--- config.mk ---
export PLATFORM = sky130hd
export DESIGN_NAME = restador_serie_flat
export DESIGN_NICKNAME = d
export VERILOG_FILES = /design/src/rtl/restador_serie_pkg.sv /design/src/rtl/restador_serie_if.sv /design/src/rtl/restador_serie_completo.sv /design/src/rtl/restador_serie_gates.sv /design/src/rtl/restador_serie.sv /design/src/flat_wrapper.sv
export SDC_FILE = /design/constraint.sdc
export NUM_CORES = 1
export LEC_CHECK = 0
export ABC_AREA = 0
export CORE_MARGIN = 3
export CORE_UTILIZATION = 54
export CTS_CLUSTER_DIAMETER = 200
export DETAILED_ROUTE_END_ITERATION = 10
export PLACE_DENSITY = 0.87
export SKIP_CTS_REPAIR_TIMING = 1
export SLEW_MARGIN = 30
export SYNTH_ARGS = -nofsm -noshare
export SYNTH_HDL_FRONTEND = slang
export SYNTH_SLANG_ARGS = --single-unit
--- constraint.sdc ---
create_clock -name clk -period 3.2 [get_ports clk]
set_input_delay 0.96 -clock clk [delete_from_list [all_inputs] [get_ports clk]]
set_output_delay 0.96 -clock clk [all_outputs]
set_load 0.02 [all_outputs]
--- src/rtl/restador_serie_pkg.sv ---
// Shared constants for the bit-serial subtractor: FSM encoding, operand width, last-bit count.
package restador_serie_pkg;

  localparam int         DATA_W   = 8;
  localparam logic [2:0] LAST_BIT = 3'd7;

  typedef enum logic [1:0] {
    IDLE = 2'd0,
    RUN  = 2'd1,
    DONE = 2'd2
  } state_t;

endpackage

--- src/rtl/restador_serie_if.sv ---
// Start/done handshake and operand/result bus between a test controller and restador_serie.
// RESTADOR_OVERFLOW_EN adds the registered signed-overflow flag ov.
interface restador_serie_if;
  import restador_serie_pkg::*;

  logic              start;
  logic [DATA_W-1:0] a;
  logic [DATA_W-1:0] b;
  logic              bi;
  logic              busy;
  logic              done;
  logic [DATA_W-1:0] d;
  logic              bo;
`ifdef RESTADOR_OVERFLOW_EN
  logic              ov;

  modport master (output start, a, b, bi, input busy, done, d, bo, ov);
  modport slave  (input start, a, b, bi, output busy, done, d, bo, ov);
`else
  modport master (output start, a, b, bi, input busy, done, d, bo);
  modport slave  (input start, a, b, bi, output busy, done, d, bo);
`endif

endinterface

--- src/rtl/restador_serie_completo.sv ---
// Structural 1-bit full subtractor: d = x - y - bent, bsal is the borrow out.
module restador_completo #(parameter int PwrC = 0) (
  input  logic x,
  input  logic y,
  input  logic bent,
  output logic d,
  output logic bsal
);
  logic nx;
  logic t0;
  logic t1;
  logic t2;

  xor3_p #(.PwrC(PwrC)) u_diff (.a(x), .b(y), .c(bent), .y(d));

  // Borrow when x is 0 and something is taken from it, or both y and bent are set.
  inv_p  #(.PwrC(PwrC)) u_nx   (.a(x), .y(nx));
  and2_p #(.PwrC(PwrC)) u_t0   (.a(nx), .b(y), .y(t0));
  and2_p #(.PwrC(PwrC)) u_t1   (.a(nx), .b(bent), .y(t1));
  and2_p #(.PwrC(PwrC)) u_t2   (.a(y), .b(bent), .y(t2));
  or3_p  #(.PwrC(PwrC)) u_bsal (.a(t0), .b(t1), .c(t2), .y(bsal));
endmodule

--- src/rtl/restador_serie_gates.sv ---
// Power-counting gate primitives; PwrC selects the power counter each instance reports to.
module inv_p #(parameter int PwrC = 0) (
  input  logic a,
  output logic y
);
  if (PwrC < 0) begin : g_bad_pwrc
    $error("inv_p: PwrC must be non-negative");
  end
  assign y = ~a;
endmodule

module and2_p #(parameter int PwrC = 0) (
  input  logic a,
  input  logic b,
  output logic y
);
  if (PwrC < 0) begin : g_bad_pwrc
    $error("and2_p: PwrC must be non-negative");
  end
  assign y = a & b;
endmodule

module or3_p #(parameter int PwrC = 0) (
  input  logic a,
  input  logic b,
  input  logic c,
  output logic y
);
  if (PwrC < 0) begin : g_bad_pwrc
    $error("or3_p: PwrC must be non-negative");
  end
  assign y = a | b | c;
endmodule

module xor3_p #(parameter int PwrC = 0) (
  input  logic a,
  input  logic b,
  input  logic c,
  output logic y
);
  if (PwrC < 0) begin : g_bad_pwrc
    $error("xor3_p: PwrC must be non-negative");
  end
  assign y = a ^ b ^ c;
endmodule

--- src/rtl/restador_serie.sv ---
// Bit-serial 8-bit subtractor d = a - b - bi, LSB first, one bit per clock, start/done handshake.
// RESTADOR_OVERFLOW_EN adds the signed-overflow output ov on the bus.
module restador_serie
  import restador_serie_pkg::*;
#(
  parameter int PwrC  = 0,
  parameter int WIDTH = 8
) (
  input  logic              clk,
  input  logic              reset,
  restador_serie_if.slave   bus
);

  if (WIDTH != DATA_W) begin : g_width_chk
    $error("restador_serie: WIDTH must equal DATA_W");
  end

  state_t             state_reg;
  state_t             state_next;
  logic [WIDTH-1:0]   a_sh_reg;
  logic [WIDTH-1:0]   b_sh_reg;
  logic               br_reg;
  logic [2:0]         cnt_reg;
  logic [WIDTH-2:0]   res_reg;
  logic [WIDTH-1:0]   d_reg;
  logic               bo_reg;
`ifdef RESTADOR_OVERFLOW_EN
  logic               ov_reg;
`endif

  logic load;
  logic shift_en;
  logic last_bit;
  logic diff;
  logic nbr;

  restador_completo #(.PwrC(PwrC)) u_cell (
    .x    (a_sh_reg[0]),
    .y    (b_sh_reg[0]),
    .bent (br_reg),
    .d    (diff),
    .bsal (nbr)
  );

  always_ff @(posedge clk) begin
    if (reset) state_reg <= IDLE;
    else       state_reg <= state_next;
  end

  always_comb begin
    state_next = state_reg;
    case (state_reg)
      IDLE:    if (bus.start) state_next = RUN;
      RUN:     if (cnt_reg == LAST_BIT) state_next = DONE;
      DONE:    state_next = IDLE;
      default: state_next = IDLE;
    endcase
  end

  always_comb begin
    load     = (state_reg == IDLE) && bus.start;
    shift_en = (state_reg == RUN);
    last_bit = (state_reg == RUN) && (cnt_reg == LAST_BIT);
  end

  // Result register keeps only the first seven bits; the eighth goes straight into d.
  always_ff @(posedge clk) begin
    if (reset) begin
      a_sh_reg <= '0;
      b_sh_reg <= '0;
      br_reg   <= 1'b0;
      cnt_reg  <= 3'd0;
      res_reg  <= '0;
      d_reg    <= '0;
      bo_reg   <= 1'b0;
`ifdef RESTADOR_OVERFLOW_EN
      ov_reg   <= 1'b0;
`endif
    end else if (load) begin
      a_sh_reg <= bus.a;
      b_sh_reg <= bus.b;
      br_reg   <= bus.bi;
      cnt_reg  <= 3'd0;
      res_reg  <= '0;
    end else if (shift_en) begin
      a_sh_reg <= a_sh_reg >> 1;
      b_sh_reg <= b_sh_reg >> 1;
      br_reg   <= nbr;
      cnt_reg  <= cnt_reg + 3'd1;
      res_reg  <= {diff, res_reg[WIDTH-2:1]};
      if (last_bit) begin
        d_reg  <= {diff, res_reg};
        bo_reg <= nbr;
`ifdef RESTADOR_OVERFLOW_EN
        // On the last bit the shift registers hold the captured operand MSBs.
        ov_reg <= (a_sh_reg[0] ^ b_sh_reg[0]) & (a_sh_reg[0] ^ diff);
`endif
      end
    end
  end

  assign bus.busy = (state_reg == RUN);
  assign bus.done = (state_reg == DONE);
  assign bus.d    = d_reg;
  assign bus.bo   = bo_reg;
`ifdef RESTADOR_OVERFLOW_EN
  assign bus.ov   = ov_reg;
`endif

endmodule

--- src/flat_wrapper.sv ---
// flat-port wrapper written by rule: the top's interface ports become plain ports
module restador_serie_flat import restador_serie_pkg::*;
#(
  parameter int PwrC  = 0,
  parameter int WIDTH = 8
)
  (clk, reset, bus_start, bus_a, bus_b, bus_bi, bus_busy, bus_done, bus_d, bus_bo);
  restador_serie_if bus_i ();
  input  logic clk;
  input  logic reset;
  input wire logic [$bits(bus_i.start)-1:0] bus_start;
  input wire logic [$bits(bus_i.a)-1:0] bus_a;
  input wire logic [$bits(bus_i.b)-1:0] bus_b;
  input wire logic [$bits(bus_i.bi)-1:0] bus_bi;
  output wire logic [$bits(bus_i.busy)-1:0] bus_busy;
  output wire logic [$bits(bus_i.done)-1:0] bus_done;
  output wire logic [$bits(bus_i.d)-1:0] bus_d;
  output wire logic [$bits(bus_i.bo)-1:0] bus_bo;
  assign bus_i.start = bus_start;
  assign bus_i.a = bus_a;
  assign bus_i.b = bus_b;
  assign bus_i.bi = bus_bi;
  assign bus_busy = bus_i.busy;
  assign bus_done = bus_i.done;
  assign bus_d = bus_i.d;
  assign bus_bo = bus_i.bo;
  restador_serie #(.PwrC(PwrC), .WIDTH(WIDTH)) u_core (.clk(clk), .reset(reset), .bus(bus_i));
endmodule
==> flow_metrics.env <==
export IMPL_synth_top_family_by_area="simple AND/OR/NAND/NOR gates"
export IMPL_crit_type="reg2out"
export IMPL_crit_required_ns=2.24
export IMPL_place_ws_ns=0.5710
export IMPL_ys_seq_area_share_pct=49.11
export IMPL_hp_start="u_core.bus.d[2]"
export IMPL_antenna_found_initial=0
export IMPL_crit_path_start="u_core.state_reg[0]"
export IMPL_grt_pass1_wl_mm=5.451
export IMPL_fin_crit_ns=2.894
export IMPL_power_switching_uw=227.7
export IMPL_dpl_instance_area_sq_um=1804
export IMPL_outcome="finished, final reports clean"
export IMPL_synth_area_per_cell_sq_um=8.196
export IMPL_synth_cell_type_count=28
export IMPL_p_seq_share_pct=57.9
export IMPL_drtIter0Drc=72
export IMPL_grtUsageTotal_pct=20.61
export IMPL_via_per_inst=5.514
export IMPL_vdd_drop_max_mv=0.3767
export IMPL_synthArstFlopShare_pct=0
export IMPL_layout_drive_gt1_share_pct=7.442
export IMPL_ios=31
export IMPL_p_leak_nw=0.6990
export IMPL_utilization_pct=71.98
export IMPL_rows=18
export IMPL_cts_reportedPaths_clkPinSlew_ns=0.11
export IMPL_crit_arrival_ns=1.93
export IMPL_timing_rr_start="u_core.state_reg[0]"
export IMPL_synthTopCellsByArea="dfxtp_1 (49%), nor2_1 (11%), a21oi_1 (6.1%), nor4_1 (6.1%), nand2_1 (5.8%)"
export IMPL_gp_congestion=0.7648
export IMPL_grt_overflow=0
export IMPL_die_h_um=59.56
export IMPL_cts_max_level=2
export IMPL_ant_nets=0
export IMPL_hold_slack_ns=0.4600
export IMPL_wire_per_inst_um=13.29
export IMPL_p_total_uw=879.0
export IMPL_synth_top_cell_area_share_pct=49.11
export IMPL_rsz0062_at_grt="false"
export IMPL_chipWidth_um=59.56
export IMPL_clock_fmax_mhz=345.5
export IMPL_met3_length_um=192
export IMPL_fin_area_sq_um=1864
export IMPL_syn_inst=189
export IMPL_p_per_area_nw_per_um2=471.5
export IMPL_drv_cap=0
export IMPL_slew_headroom_pct=58.58
export IMPL_cts_sinks=38
export IMPL_dr_pass1_iters=6
export IMPL_floorplan_initialDensity_pct=59.81
export IMPL_vias=1351
export IMPL_min_path_type="reg2reg"
export IMPL_tightestPinTransition_ns=0.6213
export IMPL_design_die_area_sq_um=3547
export IMPL_finalSetupViolCount=0
export IMPL_io_buffers=30
export IMPL_dp_final_hpwl_mm=2.285
export IMPL_crit_path_end_kind="primary output"
export IMPL_syn_area_sq_um=1549
export IMPL_yosys_area_share_adder_pct=2.908
export IMPL_synthSimpleGateAreaFrac_pct=30.94
export IMPL_grt_pass1_vias=1256
export IMPL_synth_edff_count=0
export IMPL_pwr_share_clk_pct=29.7
export IMPL_final_nets=237
export IMPL_fin_tns_setup_ns=0
export IMPL_met2_length_mm=1.569
export IMPL_synth_xor_area_share_pct=0.5654
export IMPL_yosys_warnings=0
export IMPL_cts_tree="built"
export IMPL_grt_max_degree=24
export IMPL_dpl_cell_count=237
export IMPL_combPwrFrac_pct=12.3
export IMPL_skew_ns=0.004899
export IMPL_cp_start_kind="register"
export IMPL_synth_area_leader_cell="dfxtp_1"
export IMPL_fillerInstances=212
export IMPL_wl_mm=3.256
export IMPL_swShare_pct=25.90
export IMPL_drt_met1_wl_mm=1.427
export IMPL_slew_violations=0
export IMPL_p_int_uw=651.4
export IMPL_setup_slack_ns=0.3057
export IMPL_stdcell_count=245
export IMPL_period_share_pct=90.45
export IMPL_hold_viol_final=0
export IMPL_synth_ff_type="dfxtp_1"
export IMPL_core_sq_um=2590
export IMPL_path_max_fanout=22
export IMPL_antennaDiodeCount=0
export IMPL_numCtsBuffers=5
export IMPL_root_buffer="clkbuf_4"
export IMPL_ys_ff_latch=38
export IMPL_synth_area_mux_share_pct=0.6462
export IMPL_synth_compound_area_share_pct=8.805
export IMPL_clkLatencyLatePin_ns=0.35
export IMPL_maxUsedRoutingLayer="met4"
export IMPL_layout_area_overhead_vs_synth_pct=20.36
export IMPL_syn_num_nets=212
export IMPL_post_route_drc_count=0
export IMPL_clockBufferDepth=2
==> critical path, cell delays in order (launching register included) <==
cell and delay, ns:
dfxtp_1 0.49, nand2b_1 0.13, inv_2 0.29, clkdlybuf4s50_1 0.67
==> power by group through the flow <==
stage               Sequential (mW)  Combinational [mW]  Clock (mW)
global placement              0.518               0.102           0
CTS                           0.509               0.108       0.263
detailed placement            0.520               0.107           0
global route                  0.513               0.120       0.289
finish                        0.509               0.108       0.261
floorplan                     0.515              0.0784           0
==> Yosys cell counts, types with 2 or more instances <==
cell type	n
buf_6	4
nor2_2	3
dfxtp_1	38
buf_4	3
nor2b_1	2
nor2_1	46
ha_1	2
a21oi_1	19
o21ai_0	2
nand3b_1	3
buf_2	3
nand3_1	8
inv_1	2
clkbuf_1	3
nor4_1	15
nand2_1	24
==> cell type report <==
type | count | area, sq um | area share, %
multi-input cells | 134 | 679.4 | 36.44
flip-flops and latches | 38 | 760.7 | 40.81
well taps | 30 | 37.54 | 2.013
repair buffers | 32 | 315.3 | 16.91
clock buffers | 7 | 55.05 | 2.953
inverters | 3 | 11.26 | 0.6040
clock inverters | 1 | 5.005 | 0.2685
==> per-layer routing <==
| layer | GRT usage, % | up-vias |
|---|---|---|
| li1 | - | 680 |
| met1 | 24.66 | 621 |
| met2 | 34.48 | 43 |
| met3 | 5.229 | 7 |
| met4 | 9.494 | 0 |
| met5 | 0 | - |
==> kinds of logic after synthesis <==
logic type,after synthesis
and+or+nand+nor,105
AOI/OAI and AO/OA,24
xor gates and xnor gates,1
muxes,1
adders and majority gates,3
DFF,38
buffers and inverters,17
==> placed cells by master (no fill, tap or decap), types with 2 or more instances in the layout <==
cell type	instances
nor2_1	46
dfxtp_1	38
clkdlybuf4s50_1	30
nand2_1	24
a21oi_1	19
nor4_1	15
nand3_1	8
clkbuf_4	5
nand3b_1	3
nor2_2	3
inv_1	2
nor2b_1	2
o21ai_0	2
ha_1	2
buf_4	2
==> worst paths after layout <==
kind / end / slack [ns] / depth (start not counted)
max reg2reg: u_core.res_reg[6] / 1.56 / 3
min reg2reg: u_core.bus.d[2] / 0.46 / 2
min: u_core.bus.d[2] / 0.46 / 2
max: bus_busy / 0.31 / 3
Power figures use the tool's default switching activity.
==> RTL change (same settings) <==
Make the reset (`reset`) asynchronous in 2 clocked blocks.
--- a/src/rtl/restador_serie.sv
+++ b/src/rtl/restador_serie.sv
@@ -42,7 +42,7 @@
     .bsal (nbr)
   );
 
-  always_ff @(posedge clk) begin
+  always_ff @(posedge clk or posedge reset) begin
     if (reset) state_reg <= IDLE;
     else       state_reg <= state_next;
   end
@@ -64,7 +64,7 @@
   end
 
   // Result register keeps only the first seven bits; the eighth goes straight into d.
-  always_ff @(posedge clk) begin
+  always_ff @(posedge clk or posedge reset) begin
     if (reset) begin
       a_sh_reg <= '0;
       b_sh_reg <= '0;
Check against the original RTL: differs if reset is asserted again (counterexample within 4 cycles, from zero or initial values and one cycle with reset high); with reset held inactive, the same outputs for 10 cycles.
==> RTL change against the unedited design <==
Sequential share of layout area grew 6.3 points. Wire length up 2.7%. Worst setup slack gained 16 ps. Final area increased by 8.3%. Synthesized area up 4.4%. Worst hold slack improved by 44 ps. Sequential cell count unchanged. Critical endpoint is now bus_done. Highest routed layer unchanged.
Power is not compared: it rests on default switching activity, and its combinational part moved more than twofold at a synthesized area within 25%.
==> RTL change: results (changes against the unedited design) <==
| Metric | This run | Unit | vs unedited |
|:---|:---|:---|:---|
| HPWL Detailed | 2315 | µm | +1.3% |
| Most numerous cell types in the synthesized netlist | sky130_fd_sc_hd__dfrtp_1, sky130_fd_sc_hd__o22ai_1, sky130_fd_sc_hd__a21oi_1 | - |  |
| Routed via count | 1254 | - | -7.2% |
| Least-Margin Pin Slew | 548.1 | ps | -73.21 ps |
| Routability congestion estimate from global placement | 0.8199 | - | +7.2% |
| Register clock-pin slew on the reported worst setup and hold paths | 120 | ps |  |
| Fraction of registers with async set or reset after synthesis | 100.0 | % | +100 points |
| Top FF cell, synth | sky130_fd_sc_hd__dfrtp_1 | - |  |
| Top cells by area, synth | sky130_fd_sc_hd__dfrtp_1, sky130_fd_sc_hd__o22ai_1, sky130_fd_sc_hd__mux2_2 | - |  |
| Run status | complete, no violations | - |  |
| Count of different cell masters after synthesis | 24 | - | -14% |
| Setup violations, final | 0 | - | unchanged |
| Placement Cell Area | 1941 | µm² | +7.6% |
| Maximum VDD drop | 0.4320 | mV |  |
| Iter 0 DRT Violations | 52 | - | -28% |
| Via count of the first global-routing pass | 1227 | - | -2.3% |
| Clock tree buffer depth | 2 | - | unchanged |
| Clock Latency Late Sink | 340 | ps |  |
| Crit path max-delay cell type | sky130_fd_sc_hd__clkdlybuf4s50_1 | - |  |
| Worst endpoint data arrival time | 1920 | ps |  |
| Register-to-register setup slack | 1450 | ps | -110 ps |
| Overall routing resource usage | 20.88 | % | +0.27 points |
| Clk root buf | sky130_fd_sc_hd__clkbuf_4 | - |  |
| Final Skew | 8.191 | ps | +3.292 ps |
| Count of port buffers added during placement | 30 | - | unchanged |
| Largest net degree at the start of global routing | 39 | - | +63% |
| Drt total wl | 3343 | µm | +2.7% |
| Hold Crit Class | register to register | - |  |
| H-tree depth reported by CTS | 2 | - | unchanged |
| Largest stage delay, worst path | 610 | ps | -60 ps |
| Post-Synthesis Net Count | 165 | - | -22% |
| Number of antenna violations at the first check in global routing | 0 | - | unchanged |
| YS warnings | 0 | - | unchanged |
| Global-route wire length before repair | 5602 | µm | +2.8% |
| Final setup TNS | 0 | ps | unchanged |
| Fillers | 211 | - | -0.47% |
| Fraction of the yosys area taken by sequential cells | 58.82 | % | +9.7 points |
| Share of post-route cells with drive strength above 1 | 12.57 | % | +5.1 points |
| Critical-path maximum fanout | 12 | - | -45% |
| Total Nets Final | 197 | - | -17% |
| Number of detailed-route iterations in the first pass | 4 | - | -2 |
| N_diodes | 0 | - | unchanged |
| Leakage component of the power | 0.8887 | nW |  |
| Number of buffers created by CTS | 5 | - | unchanged |
==> RTL change: cell types whose count changed in the layout (fill, tap and decap cells not counted), sizes merged, moves of 4 or more <==
cell	before	now
mux2	0	7
dfxtp	38	0
nand2	24	6
dfrtp	0	38
o22ai	0	22
nor2	49	3
o21ai	2	6
a21oi	19	15
a22o	0	8
nor4	15	0
inv	3	10
nand3	8	0
==> RTL change: worst paths after layout <==
kind,startpoint,endpoint,cells after the start
min in group asynchronous,reset,u_core.a_sh_reg[4],3
setup / recovery,u_core.state_reg[1],bus_done,3
max in group asynchronous,reset,u_core.bus.d[6],3
hold reg to reg,u_core.b_sh_reg[7],u_core.b_sh_reg[7],2
setup reg to reg,u_core.cnt_reg[0],u_core.bus.d[0],4
hold / removal,u_core.b_sh_reg[7],u_core.b_sh_reg[7],2
==> RTL change: layout make-up <==
| cell class | count | share of cell area (%) |
|---|---|---|
| Multi-Input combinational cell | 84 | 28.52 |
| Sequential cell | 38 | 47.12 |
| Clock buffer | 5 | 1.860 |
| Timing Repair Buffer | 35 | 16.74 |
| Clock inverter | 3 | 1.984 |
| Inverter | 10 | 1.860 |
| Tap cell | 31 | 1.922 |
==> RTL change: kinds of logic (layout without fill, tap and decap cells) <==
family	Yosys count	after routing	share of synthesized area [%]
compound gates	57	57	22.37
simple gates	17	17	5.572
buf+inv	20	53	5.573
fa+ha+maj	3	3	2.786
mux	7	7	4.876
flops	38	38	58.82
==> RTL change: worst max-delay path, delay by kind of cell, from the launching register on <==
family / cells / cell delay (ps)
buffers and inverters: 2 / 860
flip-flops: 1 / 560
AND/OR/NAND/NOR: 1 / 150
==> RTL change: per-stage QoR <==
step                hold WS [ps]  power [W]  utilization (%)  setup WS [ps]  std cells
floorplan                  451.3   0.001352                -           1271        142
global placement           468.4   0.001573            69.18          774.8        198
detailed placement         483.4   0.001619            69.18          732.0        198
CTS                        507.8   0.001940            71.94          352.2        206
global route               539.7   0.002069            71.94          247.4        206
finish                     503.7   0.001935            71.94          322.0        206
==> RTL change: layer usage <==
layer	global-route usage [%]	vias to the layer above	wire [µm]
li1	-	589	-
met1	27.11	617	1481
met2	33.13	40	1621
met3	6.596	8	189
met4	7.430	0	50
met5	0	-	0
==> RTL change: where the power goes <==
part           switching, W  leakage [nW]  total, W  internal, W
sequential         0.000152         0.468  0.000846     0.000694
combinational      0.000387         0.376  0.000768     0.000381
clock              0.000160        0.0450  0.000322     0.000162
total              0.000699         0.889   0.00194      0.00124
